### src/rtl/dma_controller.sv
// dma_controller
//   Moves up to NUM_BLOCKS device blocks into memory for one CPU command.
//   The CPU issues a command (base word address, length in words). The block
//   requests the bus, selects each device block in turn through dev_offset and
//   writes it to memory as one BLOCK_WORDS-word burst. When the last burst has
//   been acknowledged it raises dma_done for one cycle.
//
//   Optional feature: define DMA_CYCLE_STEAL_EN to release the bus for one
//   cycle after every non-final burst so the CPU can use it between bursts.
//   With the macro undefined the bus is held for the whole transfer.
//
// Ports
//   clk, reset_n            clock, asynchronous active-low reset
//   cmd_valid/addr/length   one-cycle command strobe with base address and length
//   BR / BG                 bus request out / bus grant in
//   dev_offset, dev_data    device block select (all-ones = none) and block data
//   mem_write, mem_addr,    burst write strobe, burst base address,
//   mem_data, mem_ack       burst data (combinational from dev_data), burst done
//   busy, dma_done          not-idle flag, one-cycle completion interrupt
//   dbg_state               current FSM state, for observation only
//
// Bus handshake: BR is the request and BG the grant. A burst is only presented
// (mem_write high) while the grant is held; mem_ack is honoured only in a cycle
// where a burst is presented and wins over a grant withdrawn in that same cycle.
// A withdrawn grant without an ack aborts the burst, which is retried later.
module dma_controller #(
   parameter int WORD_SIZE   = 16,
   parameter int BLOCK_WORDS = 4,
   parameter int NUM_BLOCKS  = 3,
   parameter int OFF_W       = 2
) (
   input  logic                         clk,
   input  logic                         reset_n,
   input  logic                         cmd_valid,
   input  logic [15:0]                  cmd_addr,
   input  logic [15:0]                  cmd_length,
   output logic                         BR,
   input  logic                         BG,
   output logic [OFF_W-1:0]             dev_offset,
   input  logic [WORD_SIZE*BLOCK_WORDS-1:0] dev_data,
   output logic                         mem_write,
   output logic [15:0]                  mem_addr,
   output logic [WORD_SIZE*BLOCK_WORDS-1:0] mem_data,
   input  logic                         mem_ack,
   output logic                         busy,
   output logic                         dma_done,
   output logic [2:0]                   dbg_state
);

   typedef enum logic [2:0] {
      IDLE    = 3'd0,
      REQ     = 3'd1,
      XFER    = 3'd2,
      RELEASE = 3'd3,
      DONE    = 3'd4
   } state_t;

   state_t           state, state_nx;
   logic [OFF_W-1:0] idx, idx_nx;
   logic [OFF_W-1:0] nblk, nblk_in;
   logic [15:0]      base;
   logic [15:0]      len_blk;

   // Whole blocks requested, clamped to what the device holds; the two low
   // length bits (a partial block) are dropped.
   assign len_blk = cmd_length >> 2;
   assign nblk_in = (len_blk >= 16'(NUM_BLOCKS)) ? OFF_W'(NUM_BLOCKS) : OFF_W'(len_blk);

   assign mem_data  = dev_data;
   assign dbg_state = state;

   always_comb begin
      state_nx = state;
      idx_nx   = idx;
      case (state)
         IDLE: begin
            if (cmd_valid) begin
               idx_nx   = '0;
               state_nx = (nblk_in != '0) ? REQ : DONE;
            end
         end
         REQ: begin
            if (BG) state_nx = XFER;
         end
         XFER: begin
            if (mem_ack) begin
               idx_nx = idx + OFF_W'(1);
               if (idx + OFF_W'(1) == nblk) begin
                  state_nx = DONE;
               end else begin
`ifdef DMA_CYCLE_STEAL_EN
                  state_nx = RELEASE;
`else
                  state_nx = XFER;
`endif
               end
            end else if (!BG) begin
               // grant lost mid-burst: same idx is retried after re-grant
               state_nx = REQ;
            end
         end
         RELEASE: state_nx = REQ;
         DONE:    state_nx = IDLE;
         default: state_nx = IDLE;
      endcase
   end

   // Outputs are decoded from the next state so they change together with it.
   always_ff @(posedge clk or negedge reset_n) begin
      if (!reset_n) begin
         state      <= IDLE;
         idx        <= '0;
         nblk       <= '0;
         base       <= '0;
         BR         <= 1'b0;
         mem_write  <= 1'b0;
         busy       <= 1'b0;
         dma_done   <= 1'b0;
         mem_addr   <= '0;
         dev_offset <= '1;
      end else begin
         state <= state_nx;
         idx   <= idx_nx;
         if (state == IDLE && cmd_valid) begin
            base <= cmd_addr;
            nblk <= nblk_in;
         end
         BR        <= (state_nx == REQ) || (state_nx == XFER);
         mem_write <= (state_nx == XFER);
         busy      <= (state_nx != IDLE);
         dma_done  <= (state_nx == DONE);
         if (state_nx == XFER) begin
            dev_offset <= idx_nx;
            mem_addr   <= base + 16'(idx_nx) * 16'(BLOCK_WORDS);
         end else begin
            dev_offset <= '1;
         end
      end
   end

endmodule

### config.mk
export PLATFORM = sky130hd
export DESIGN_NAME = dma_controller
export DESIGN_NICKNAME = d
export VERILOG_FILES = /design/src/rtl/dma_controller.sv
export SDC_FILE = /design/constraint.sdc
export NUM_CORES = 1
export LEC_CHECK = 0
export CORE_ASPECT_RATIO = 1.5
export CORE_UTILIZATION = 35
export DETAILED_ROUTE_END_ITERATION = 10
export HOLD_SLACK_MARGIN = 0.15
export PLACE_DENSITY = 0.82
export SYNTH_ARGS = -nofsm -noshare
export SYNTH_HDL_FRONTEND = slang
export SYNTH_SLANG_ARGS = --single-unit
### constraint.sdc
create_clock -name clk -period 3.2 [get_ports clk]
set_input_delay 0.64 -clock clk [delete_from_list [all_inputs] [get_ports clk]]
set_output_delay 0.64 -clock clk [all_outputs]
set_load 0.02 [all_outputs]
==> impl_metrics.ini, run 1 <==
[drt]
post_drt_wl_per_cell_um = 15.1
drc_errors = 0
drt_iter0_drc = 43
vias = 1554
drt_pass1_iterations = 4
viasPerCell = 4.75
totalWireLength_um = 4930
antenna_left = 0

[synth]
synth-xor-area-share = 0.0437
yosysTopAreaCellShare = 0.413
syn_inst = 225
syn_nets = 329
synth_ff_type = dfrtp_1
ys_warn_count = 0
yosysTopAreaCell = dfrtp_1
postSynthAreaPerCell_um2 = 11.6
synth-compound-area-share = 0.0490
synth_edf_count = 0
async_flop_share = 1.00
yosysMostFrequentCell = buf_4
syn_area_mm2 = 0.00260
synthMuxAreaShare = 0.165
yosys-top-cells-area = dfrtp_1, buf_4, mux2_2
yosys.area_share.simple = 0.0923
synth_top_family_by_area = buffers and inverters
synth_fa_ha_area_frac = 0.0173
yosys-top-cells-count = buf_4, dfrtp_1, mux2_2, xnor2_1, mux2_4
synthDistinctLibCells = 38
ys_ff_latch = 45
synth.yosys.seq_area_share = 0.433

[cts]
clock_latency_ns = 0.30
cts_tree = yes
cts_buffer_depth = 2
htree_levels = 2
cts_setup_buffers = 0
cts_hold_buf = 0
clk_pin_slew_worst_paths_ns = 0.09
root_buffer = clkbuf_8
cts_buffers = 5
ctsResizeCount = 0
cts_num_sinks = 45

[floorplanning]
start_util = 0.360
die_h_um = 108
io-pin-count = 190
coreArea_mm2 = 0.00723
num_rows = 38
fp.dieW_um = 72.4
dieArea_mm2 = 0.00780

[placement]
dp_cells = 319
hpwl_um = 3780
port_buffers = 59
postPlaceCellArea_mm2 = 0.00285
globalplace.congestion = 0.797

[power]
power_mw = 2.85
p_switching_mw = 0.986
p_sw_frac = 0.346
powerDensity_mw_per_mm2 = 961
intPower_mw = 1.87
combPwrFrac = 0.471
worst_ir_drop_vdd_mv = 0.371
p_seq_frac = 0.373
leakagePower_nw = 1.19
clkPwrFrac = 0.156

[global_routing]
grt_pass1_wl_um = 7760
grt.met2_usage = 0.224
overflow = 0
gr-max-usage-layer = met2
grtUsageMet3 = 0.0300
antenna_found_initial = 0
use_met1 = 0.139
grt_util_all_layers = 0.132
grt_max_degree = 46
grt_pass1_vias = 1611

[timing]
maxSlewViolCount = 0
setup_viol = 0
max_clock_freq_ghz = 0.355
fin_crit_sh = 0.880
min_period_ns = 2.82
finalHoldViolations = 0
fin_tns_setup_ns = 0
relSlewSlack = 0.350
rsz0062_at_grt = no
tightest_slew_ns = 0.975
skew_ns = 0.00843

[worst_setup_path]
timing.rr.start = dbg_state[0]
startpoint = mem_ack
reg2reg_slack_ns = 0.67
crit_required_ns = 3.38
crit_end = mem_addr[6]
r2r_end = mem_addr[6]
reg2regPathDepth = 8
crit_path_end_kind = flip-flop
crit_type = primary input to flip-flop
critical_path_arrival_ns = 2.99
critPathMaxFanout = 6
cp-start-kind = primary input

[flow_run]
drv_cap = 0

[cells_and_area]
nNetsFinal = 330
final_area_mm2 = 0.00297
drive_gt1_frac = 0.242
fillers = 697
final_cell_count_no_fill = 327
syn_to_final_growth_pct = 14.1
num_antenna_cells = 0

[hold_path]
holdCritPathClass = primary input to async pin

[outcome]
status = finished, final reports clean
sequential cells by signal, indices dropped and copies added (netlist names), 2 cells and up:
register    flops
base           16
dbg_state       3
dev_offset      2
idx             2
mem_addr       16
nblk            2
worst min path at each step:
stage	startpoint	to	slack, ns	cells past startpoint
finish	reset_n	mem_write	0.48	1
global route	mem_addr[0]	mem_addr[0]	0.53	1
CTS	mem_addr[0]	mem_addr[0]	0.51	1
detailed placement	mem_addr[0]	mem_addr[0]	0.49	1
global placement	base[1]	base[1]	0.48	1
floorplan	reset_n	BR	0.34	0
worst max-delay path, cell delays in order:
cell and delay [ns]:
clkdlybuf4s50_1 0.53, mux2_2 0.36, a22o_1 0.26, ha_1 0.21
fa_1 0.50, nand3_1 0.15, xnor2_1 0.08, mux2_2 0.27
stage by stage:
step | setup WS, ns | hold WS, ns | util
after floorplan | 0.595 | 0.344 | -
after global placement | 0.119 | 0.485 | 0.394
after detailed placement | 0.0600 | 0.495 | 0.394
after CTS | 0.380 | 0.514 | 0.411
after global routing | 0.280 | 0.527 | 0.411
final | 0.385 | 0.481 | 0.411
layout make-up:
cell class | count | area (um2) | share of cell area
clock inverters | 2 | 37.5 | 0.0126
clock buffers | 6 | 82.6 | 0.0278
repair buffers | 65 | 631 | 0.212
well taps | 100 | 125 | 0.0421
multi-input cells | 109 | 966 | 0.325
flip-flops and latches | 45 | 1130 | 0.380
cells in the final DEF, fill, tap and decap left out, drive strengths merged, types with 2 or more instances in the layout:
master	netlist	layout
clkdlybuf4s50	0	58
dfrtp	43	43
mux2	35	35
xnor2	12	12
buf	68	7
a21oi	6	6
clkbuf	3	6
nand4	5	5
nand3	5	5
nand2	4	4
nand2b	4	4
nor2	3	3
nand3b	3	3
nor4	3	3
o21ai	3	3
nor3	2	2
a22o	2	2
nor2b	2	2
a31oi	2	2
and4	2	2
and3	2	2
ha	2	2
dfstp	2	2
o31ai	2	2
kinds of logic after synthesis:
kind of cell / after synthesis
AOI/OAI and AO/OA: 18
xor gates and xnor gates: 13
adders and majority gates: 3
buffers and inverters: 71
DFF: 45
muxes: 36
and+or+nand+nor: 39
metal layers:
layer	share of wire	vias up
met5	0	-
met1	0.36	754
li1	-	711
met3	0.074	35
met4	0.056	0
met2	0.51	54
power groups by stage:
stage / Clock, mW / Sequential, mW / Combinational [mW]
2_1_floorplan: 0 / 1.18 / 0.847
3_3_place_gp: 0 / 1.07 / 1.33
3_5_place_dp: 0 / 1.07 / 1.36
4_1_cts: 0.459 / 1.07 / 1.36
5_1_grt: 0.478 / 1.11 / 1.45
6_report: 0.445 / 1.06 / 1.35
Power figures use the tool's default switching activity.
==> inputs of run 2 (changes only) <==
--- a/config.mk
+++ b/config.mk
@@ -8,7 +8,6 @@
 export CORE_ASPECT_RATIO = 1.5
 export CORE_UTILIZATION = 35
 export DETAILED_ROUTE_END_ITERATION = 10
-export HOLD_SLACK_MARGIN = 0.15
 export PLACE_DENSITY = 0.82
 export SYNTH_ARGS = -nofsm -noshare
 export SYNTH_HDL_FRONTEND = slang
==> results of run 2 <==
Final layout, timing and power as in run 1 (identical DEF).
